$ cat config.mk
export PLATFORM = sky130hd
export DESIGN_NAME = flash_op_sequencer
export DESIGN_NICKNAME = d
export VERILOG_FILES = /design/src/rtl/flash_op_sequencer.sv
export SDC_FILE = /design/constraint.sdc
export NUM_CORES = 1
export LEC_CHECK = 0
export ABC_AREA = 1
export BUFFER_PORTS_ARGS = -buffer_cell sky130_fd_sc_hd__buf_2
export CAP_MARGIN = 20
export CORE_MARGIN = 4
export CORE_UTILIZATION = 35
export DETAILED_ROUTE_END_ITERATION = 16
export HOLD_SLACK_MARGIN = 0.03
export PLACE_DENSITY_LB_ADDON = 0.3
export SLEW_MARGIN = 15
export SYNTH_ARGS = -nofsm -noshare
export SYNTH_HDL_FRONTEND = slang
export SYNTH_SLANG_ARGS = --single-unit
$ cat constraint.sdc
create_clock -name clock_100 -period 4 [get_ports clock_100]
set_input_delay 0.2 -clock clock_100 [delete_from_list [all_inputs] [get_ports clock_100]]
set_output_delay 0.2 -clock clock_100 [all_outputs]
set_load 0.01 [all_outputs]
$ cat src/rtl/flash_op_sequencer.sv
// Whole-operation NAND sequencer: turns one controller op into a handshaked
// command/address byte stream, tWB wait, R/B wait with timeout and data-phase handoff.
module flash_op_sequencer #(
   parameter int unsigned ADDR_CYCLES = 5,
   parameter int unsigned TWB_CYCLES  = 10,
   parameter int unsigned TIMEOUT_W   = 20,
   parameter int unsigned TIMEOUT     = 1000000
) (
   input  logic        clock_100,
   input  logic        rst,
   input  logic        req_valid,
   output logic        req_ready,
   input  logic [1:0]  req_op,
   input  logic        req_chip,
   input  logic [39:0] req_addr,
   output logic [7:0]  cmd,
   output logic [1:0]  cmd_type,
   output logic        cmd_valid,
   input  logic        cmd_ack,
   output logic [1:0]  ce_sel,
   input  logic        rb1_ctrl,
   input  logic        rb2_ctrl,
   output logic        data_go,
   output logic        data_rd,
   input  logic        data_done,
   output logic        busy,
   output logic        done,
   output logic [1:0]  status
);

   typedef enum logic [2:0] {
      IDLE, CMD1, ADDR, DATA, CMD2, TWB, WAIT_RB, DONE
   } state_t;

   typedef enum logic [1:0] {
      OP_RESET = 2'b00, OP_READ = 2'b01, OP_PROGRAM = 2'b10, OP_ERASE = 2'b11
   } op_t;

   localparam logic [2:0]           IDX_LAST  = 3'(ADDR_CYCLES - 1);
   localparam logic [2:0]           IDX_ERASE = 3'(ADDR_CYCLES - 3);
   localparam logic [TIMEOUT_W-1:0] TWB_LAST  = TIMEOUT_W'(TWB_CYCLES - 1);
   localparam logic [TIMEOUT_W-1:0] TO_LAST   = TIMEOUT_W'(TIMEOUT - 1);

   state_t               state, state_n;
   op_t                  op_q;
   logic                 chip_q;
   logic [39:0]          addr_q;
   logic [2:0]           idx, idx_n;
   logic [TIMEOUT_W-1:0] cnt, cnt_n;
   logic [1:0]           status_q, status_n;
   logic                 data_first;
   logic                 rb_sel;

   always_ff @(posedge clock_100) begin
      if (rst) begin
         state      <= IDLE;
         op_q       <= OP_RESET;
         chip_q     <= 1'b0;
         addr_q     <= '0;
         idx        <= '0;
         cnt        <= '0;
         status_q   <= 2'b00;
         data_first <= 1'b0;
      end else begin
         state      <= state_n;
         idx        <= idx_n;
         cnt        <= cnt_n;
         status_q   <= status_n;
         data_first <= (state_n == DATA) && (state != DATA);
         if (state == IDLE && req_valid) begin
            op_q   <= op_t'(req_op);
            chip_q <= req_chip;
            addr_q <= req_addr;
         end
      end
   end

   always_comb begin
      state_n  = state;
      idx_n    = idx;
      cnt_n    = cnt;
      status_n = status_q;
      rb_sel   = chip_q ? rb2_ctrl : rb1_ctrl;
      case (state)
         IDLE: if (req_valid) begin
            state_n  = CMD1;
            status_n = 2'b00;
         end
         CMD1: if (cmd_ack) begin
            case (op_q)
               OP_RESET: begin
                  state_n = TWB;
                  cnt_n   = '0;
               end
               OP_ERASE: begin
                  state_n = ADDR;
                  idx_n   = IDX_ERASE;
               end
               default: begin
                  state_n = ADDR;
                  idx_n   = '0;
               end
            endcase
         end
         ADDR: if (cmd_ack) begin
            if (idx == IDX_LAST) state_n = (op_q == OP_PROGRAM) ? DATA : CMD2;
            else                 idx_n   = idx + 3'd1;
         end
         DATA: if (data_done) state_n = (op_q == OP_READ) ? DONE : CMD2;
         CMD2: if (cmd_ack) begin
            state_n = TWB;
            cnt_n   = '0;
         end
         TWB: begin
            if (cnt == TWB_LAST) begin
               state_n = WAIT_RB;
               cnt_n   = '0;
            end else begin
               cnt_n = cnt + 1'b1;
            end
         end
         // A timeout jumps straight to DONE, so a READ never reaches its data phase.
         WAIT_RB: begin
            if (rb_sel) begin
               state_n = (op_q == OP_READ) ? DATA : DONE;
            end else if (cnt == TO_LAST) begin
               state_n  = DONE;
               status_n = 2'b01;
            end else begin
               cnt_n = cnt + 1'b1;
            end
         end
         DONE:    state_n = IDLE;
         default: state_n = IDLE;
      endcase
   end

   always_comb begin
      cmd       = 8'h00;
      cmd_type  = 2'b11;
      cmd_valid = 1'b0;
      case (state)
         CMD1: begin
            cmd_valid = 1'b1;
            cmd_type  = 2'b00;
            case (op_q)
               OP_RESET:   cmd = 8'hFF;
               OP_READ:    cmd = 8'h00;
               OP_PROGRAM: cmd = 8'h80;
               default:    cmd = 8'h60;
            endcase
         end
         ADDR: begin
            cmd_valid = 1'b1;
            cmd_type  = 2'b01;
            cmd       = 8'(addr_q >> {idx, 3'b000});
         end
         CMD2: begin
            cmd_valid = 1'b1;
            cmd_type  = 2'b00;
            case (op_q)
               OP_READ:    cmd = 8'h30;
               OP_PROGRAM: cmd = 8'h10;
               default:    cmd = 8'hD0;
            endcase
         end
         default: ;
      endcase
   end

   assign req_ready = (state == IDLE);
   assign busy      = (state != IDLE);
   assign ce_sel    = busy ? (chip_q ? 2'b10 : 2'b01) : 2'b00;
   assign done      = (state == DONE);
   assign status    = status_q;
   assign data_go   = (state == DATA) && data_first;
   assign data_rd   = (state == DATA) && (op_q == OP_READ);

endmodule

After elaboration in Yosys (flattened, before gate mapping)
Index checks and enable logic that the tools add are counted.

cells by class
  eq/ne operators = 25
  multiplexer cells = 38
  $add $sub $neg = 2
  reduce and logical (&&, ||, !) cells = 15
  shifts and indexed selects = 1

operators with widths
  cell                                                                    number
  20-bit two-way mux                                                      6
  20-bit one-hot mux with 4 select lines                                  1
  8-bit one-hot mux with 3 select lines                                   2
  3-bit two-way mux                                                       15
  40-bit by 6-bit right shift with 8-bit output                           1
  3-bit one-hot mux with 8 select lines                                   1
  20-bit by 1-bit adder with 20-bit output, second input constant         1
  20-bit equality test, second input constant                             1
  20-bit by 4-bit equality test with 1-bit output, second input constant  1
  2-bit != test, second input constant                                    10
  8-bit one-hot mux with 2 select lines                                   1
  3-bit equality test, second input constant                              5
  2-bit two-way mux                                                       6
  3-bit one-hot mux with 2 select lines                                   2
  3-bit by 2-bit equality test with 1-bit output, second input constant   3
  2-bit one-hot mux with 2 select lines                                   2
  6-bit AND reduction                                                     1
  5-bit AND reduction                                                     1
  2-bit equality test, second input constant                              2
  1-bit logical AND                                                       4
  4-bit AND reduction                                                     1
  2-bit nonzero test                                                      2
  4-bit nonzero test                                                      1
  3-bit by 1-bit adder with 3-bit output, second input constant           1
  other kinds (9)                                                         10

word-level totals
  output and inout port bits = 20
  bits of input ports = 50
  register bits = 72

Logic depth before layout (Yosys ltp)
Gate-level depths: netlist of run 1.

  depth after elaboration = 7
  mapped depth = 13
  mapped depth without buffers = 12

Least setup slack after synthesis of run 1
OpenSTA, ideal clock, no wires.

  path type = register to register
  from = register idx[0]
  to = register idx[2]
  required time = 3.880 ns
  slack = 2.197 ns
  arrival time = 1.684 ns
  period minus slack after synthesis = 1.803 ns
  cell stages (with the launch flop) = 11
  buffers on the path = 2
  library setup time = 0.120 ns
  cell sequence = dfxtp_1 buf_2 clkinv_1 clkbuf_1 ha_1 a21oi_1 nand2_1 o21ai_0 nand3_1 nand2_1 nor3_1

on the way
  cells in the longest elaborated chain, start to end = 4
  elaborated cells on any way between the ends = 7
  classes of those cells = add/sub (1); eq/ne (2); mux (3); reduce/logical (1)

RTL lines
  element                                 line  source
  start: declaration                      48    logic [2:0] idx, idx_n;
  start signal: assignment                66    idx <= idx_n;
  3-bit by 1-bit adder with 3-bit output  107   else idx_n = idx + 3'd1;
  3-bit two-way mux                       106   if (idx == IDX_LAST) state_n = (op_q == OP_PROGRAM) ? DATA : CMD2;
  3-bit two-way mux                       105   ADDR: if (cmd_ack) begin
  3-bit one-hot mux with 2 select lines   84    case (state)

Parallel ways exist; a longest one is shown, timed or not. The select of a mux whose other input is x is not followed.
A chain may end at the register's enable or synchronous reset.

Worst setup path after layout of run 1
  from = register idx[0]
  to = output port cmd[7]

on the way
  cells in the longest elaborated chain, start to end = 2

RTL lines
  element                                        line  source
  40-bit by 6-bit right shift with 8-bit output  156   cmd = 8'(addr_q >> {idx, 3'b000});
  8-bit one-hot mux with 3 select lines          142   case (state)
  end: declaration                               16    output logic [7:0] cmd,

No other way between the ends.

==> results of run 1 <==
[Yosys cell counts, drive strengths merged]
library cell  count  area, um^2
nor2             71         279
nor3             12        60.1
inv              76         285
clkbuf           24        91.3
or2               2        12.5
o21a              1        7.51
clkinv            1        3.75
o211ai            3        22.5
o21ai            57         285
conb              1        3.75
xor2              2        17.5
xnor2             1        8.76
nand4            11        75.1
buf               4        35.0
a31oi             2        12.5
a21oi            78         390
nand2           118         450
nand3            61         325
a211oi            1        7.51
o211a             1        10.0
ha                9         113
dfxtp            71        1420
o21bai            2        15.0
o311ai            1        8.76
[per-stage QoR]
stage          hold slack, ns  total power [mW]  instances  instance area [um^2]
6_report                0.133              2.07        807                  4640
5_1_grt                 0.132              2.19        807                  4640
2_1_floorplan           0.364              1.15        610                  3940
3_3_place_gp            0.440              1.29        791                  4340
3_5_place_dp            0.443              1.30        791                  4340
4_1_cts                 0.126              2.08        806                  4620
[cell type report]
type | count | area, um^2
clock buffer | 11 | 233
clock inverter | 4 | 47.5
fill | 1171 | 6290
inverter | 77 | 289
multi-input combinational | 434 | 2110
sequential | 71 | 1420
tap | 140 | 175
timing repair buffer | 70 | 368
[sequential cells by signal, indices dropped and copies added (netlist names)]
name / flops
chip_q: 1
state: 3
cnt: 20
idx: 3
op_q: 2
status: 1
data_first: 1
addr_q: 40
[worst reg2reg max path: cells and delay by family (launching register included)]
kind	cells	cell delay [ns]
AOI/OAI and AO/OA	4	0.76
DFF	1	0.64
buffers and inverters	1	0.51
adders and majority gates	1	0.38
and+or+nand+nor	1	0.07
[power by group]
group | internal, mW | leakage, nW | switching (mW)
Combinational | 0.158 | 1.22 | 0.318
Clock | 0.477 | 0.135 | 0.301
Sequential | 0.775 | 0.581 | 0.0404
[routing by layer]
layer / GRT usage (%) / vias to the layer above / wire length, um
li1: - / 2101 / -
met1: 23.7 / 1817 / 5240
met2: 26.0 / 123 / 4850
met3: 4.65 / 24 / 729
met4: 7.13 / 0 / 267
met5: 0 / - / 0
[worst paths after layout]
check	startpoint	to	slack (ns)	depth (start not counted)
worst max-delay path	idx[0]	cmd[7]	1.41	7
worst min register to register	addr_q[36]	addr_q[36]	0.45	2
worst min-delay path	req_addr[12]	addr_q[12]	0.13	3
worst max register to register	idx[0]	idx[1]	1.58	7
[cells by family after synthesis]
| kind of cell | share of synthesized area [%] |
|---|---|
| AO/OA/AOI/OAI | 19.3 |
| AND/OR/NAND/NOR | 30.5 |
| flip-flops | 36.1 |
| adder cells (fa/ha/maj) | 2.86 |
| other | 0.0951 |
| XOR/XNOR | 0.667 |
| buffers and inverters | 10.5 |
==> flow_metrics.tcl, run 1 <==
set metrics [dict create \
    cpMostUsedCell "nand3_1" \
    final_cell_mix "nand2_1 (114), a21oi_1 (78), inv_1 (73), dfxtp_1 (71)" \
    period_share_pct 64.9 \
    worst_clock_skew_ns 0.00947 \
    post_cts_resized 0 \
    place_congestion 0.879 \
    initial_utilization_pct 36.0 \
    cts_tree "built" \
    cts-buffers-inserted 9 \
    wl_um 11100 \
    crit_family "buffers and inverters" \
    worst_ep_arrival_time_ns 2.39 \
    antenna_found_initial 0 \
    grt_max_degree 71 \
    fmax_mhz 385 \
    drive_gt1_share_pct 14.8 \
    post-route-util_pct 42.4 \
    routedWlPerCell_um 13.7 \
    dp_slack_ns 1.60 \
    worst_slew_pin_slew_ns 0.885 \
    synth_cell_type_count 35 \
    maxSlewHeadroom_pct 40.8 \
    end_kind "primary output" \
    total_leakage_power_nw 1.93 \
    areaGrowthSynthToFinish_pct 17.7 \
    hold_path_class "input port to flip-flop" \
    ir_drop_mv 0.245 \
    required_ns 3.80 \
    final_common_cell "nand2_1" \
    track_usage_pct 17.4 \
    ys_warn_count 0 \
    status "completed" \
    rsz0062_at_grt "false" \
    drtPass1Iterations 5 \
    slew_violations 0 \
    die-area_um2 13000 \
    drtIter0Drc 305 \
    die_w_um 114 \
    avgSynthCellArea_um2 6.46 \
    fin_tns_setup_ns 0 \
    period_needed_ns 2.59 \
    die_h_um 114 \
    start_kind "flip-flop" \
    coreArea_um2 10900 \
    nNetsFinal 722 \
    crit_slowest_cell "dfxtp_1" \
    htreeDepth 3 \
    ys_seq_area_share_pct 36.1 \
    via_per_inst 5.04 \
    clock_path_buffers 2 \
    path_clk_slew_ns 0.05 \
    synth_area_um2 3940 \
    syn-num-nets 669 \
    fp-row-count 38 \
    io_pins 70 \
    cts.sinks 71 \
    p_per_area_nw_per_um2 446 \
    synth_cells 610 \
    crit_chain "clkinv_1 > a21oi_1 > o21ai_0 > nand3_1 > nand3_1 > o311ai_0 > buf_2" \
    grt_pass1_wl_um 18000 \
    post-dp-hpwl_um 8180 \
    cts_setup_buffers 0 \
    setup_viol 0 \
    antenna_cells 0 \
    vias 4065 \
    drc 0 \
    io_buffers 68 \
    cts_root_buffer "clkbuf_16" \
    hold_viol_final 0 \
    crit_buf_inv 2 \
    gr-total-overflow 0 \
    synth-seq-cells 71 \
    postRouteAntennaNets 0 \
    cpPeakStageDelay_ns 0.64 \
    worst-setup-path-type "flip-flop to primary output" \
    fin_ws_ns 1.41 \
    clkLatencyLatePin_ns 0.34 \
    maxCapViolCount 0 \
    hold_buffers 0 \
    grt_pass1_vias 3732 \
    crit_fanout 19 \
]
(Power assumes the default switching activity.)
==> run 2: changes to the inputs <==
==> constraint.sdc (replaced) <==
create_clock -name clock_100 -period 2.26 [get_ports clock_100]
set_input_delay 0.113 -clock clock_100 [delete_from_list [all_inputs] [get_ports clock_100]]
set_output_delay 0.113 -clock clock_100 [all_outputs]
set_load 0.01 [all_outputs]
==> run 2 against run 1 <==
  * Total power grew 85%
  * Worst setup slack got worse by 1.1 ns
  * Register-to-register slack worse by 1.2 ns
  * Clock power increased by 99%
  * Via count increased by 1.4%
  * Final cell count grew 0.87%
  * Utilization rose by 0.82 points
  * Sequential cell count unchanged
  * Die area stayed put
  * Combinational power rose by 79%
  * Sequential power rose by 76%
  * Non-clock buffer count is 6 higher
  * Highest routed layer unchanged
==> flow_metrics.tcl, run 2 (synthesized netlist as in run 1, its figures left out) <==
set metrics [dict create \
    status "completed" \
    largestRegisters "addr_q x40, cnt x20" \
    final_cell_count_no_fill 814 \
    design_area_um2 4730 \
    worst_slew_pin_slew_ns 0.492 \
    antenna_cells 0 \
    areaGrowthSynthToFinish_pct 20.0 \
    fp-row-count 38 \
    top_register "addr_q" \
    rsz0062_at_grt "false" \
    post-dp-hpwl_um 8340 \
    post_cts_resized 0 \
    clkLatencyLatePin_ns 0.34 \
    grt_max_degree 67 \
    cpPeakStageDelay_ns 0.33 \
    io_pins 70 \
    cts_tree "built" \
    p_per_area_nw_per_um2 812 \
    dp.cells 798 \
    clock_path_buffers 2 \
    final_common_cell "nand2_1" \
    cts.sinks 71 \
    htreeDepth 3 \
    setup_viol 0 \
    gr-total-overflow 0 \
    postRouteAntennaNets 0 \
    worst_ep_arrival_time_ns 2.18 \
    worst-setup-path-type "flip-flop to flip-flop" \
    drc 0 \
    die_w_um 114 \
    nNetsFinal 728 \
    post-route-util_pct 43.3 \
    track_usage_pct 17.5 \
    via_per_inst 5.06 \
    dp_slack_ns 0.307 \
    io_buffers 68 \
    drtPass1Iterations 5 \
    period_needed_ns 1.91 \
    fin_ws_ns 0.347 \
    coreArea_um2 10900 \
    crit_buf_inv 2 \
    final_cell_mix "nand2_1 (114), a21oi_1 (78), inv_1 (73), dfxtp_1 (70)" \
    whs_ns 0.0445 \
    maxCapViolCount 0 \
    place_congestion 0.894 \
    placedInstanceArea_um2 4410 \
    cts_setup_buffers 0 \
    power_mw 3.84 \
    crit_fanout 17 \
    slew_violations 0 \
    crit_slowest_cell "dfxtp_1" \
    drive_gt1_share_pct 16.0 \
    fin_tns_setup_ns 0 \
    hold_path_class "input port to flip-flop" \
    grt_pass1_wl_um 18500 \
    largest_reg_flops 40 \
    grt_pass1_vias 3976 \
    die-area_um2 13000 \
    initial_utilization_pct 36.0 \
    maxSlewHeadroom_pct 66.8 \
    ir_drop_mv 0.313 \
    regToRegStartpoint "op_q[1]" \
    end_kind "flip-flop" \
    routedWlPerCell_um 13.5 \
    crit_family "simple AND/OR/NAND/NOR gates" \
    start_kind "flip-flop" \
    hold_start "req_addr[26]" \
    hold_viol_final 0 \
    required_ns 2.52 \
    total_leakage_power_nw 1.98 \
    path_clk_slew_ns 0.06 \
    period_share_pct 84.6 \
    fmax_mhz 523 \
    fillCellCount 1171 \
    crit_chain "inv_1 > ha_1 > inv_1 > nand3_1 > nand3_1 > nor2_2 > nand2_2 > or2_0 > a21oi_1" \
    vias 4122 \
    worst_clock_skew_ns 0.00462 \
    die_h_um 114 \
    antenna_found_initial 0 \
    drtIter0Drc 402 \
    hold_buffers 0 \
    cts_root_buffer "clkbuf_16" \
    cp-startpoint "op_q[1]" \
    wl_um 11000 \
    cts-buffers-inserted 9 \
]
==> run 2: changes by cell type in the layout (fill, tap and decap cells not counted) <==
cell,before,now
clkbuf_8,0,1
clkbuf_1,2,1
clkinv_4,0,1
buf_4,1,7
dfxtp_2,0,1
clkinv_2,2,1
dfxtp_1,71,70
bufinv_16,1,2
==> run 2: cell type report <==
class	count	area (um^2)	share of cell area [%]
clock buffers	11	243	5.13
clock inverters	5	81.3	1.72
inverters	77	289	6.11
multi-input cells	434	2110	44.5
flip-flops and latches	71	1420	30.1
well taps	140	175	3.70
repair buffers	76	413	8.73
==> run 2: routing by layer <==
metal	vias up	share of wire (%)	track usage [%]
met5	-	0	0
met4	0	1.6	6.02
met3	17	5.2	3.54
met2	94	46	28.3
met1	1889	47	23.4
li1	2122	-	-
==> run 2: final timing paths <==
| check | to | slack, ns | cells past startpoint |
|---|---|---|---|
| worst min register to register | addr_q[34] | 0.46 | 2 |
| worst max-delay path | cnt[0] | 0.35 | 9 |
| worst max register to register | cnt[0] | 0.35 | 9 |
| worst min-delay path | addr_q[26] | 0.04 | 3 |
==> run 2: worst register-to-register path, stage by stage (launching register included) <==
cell and delay, ns:
dfxtp_1 0.33, inv_1 0.12, ha_1 0.21, inv_1 0.05, nand3_1 0.16, nand3_1 0.11
nor2_2 0.20, nand2_2 0.25, or2_0 0.28, a21oi_1 0.13
==> run 2: report_power, final <==
group          switching, mW  internal [mW]  total [mW]
Clock                  0.553          0.997        1.55
Combinational          0.565          0.285       0.850
Sequential            0.0678           1.37        1.44
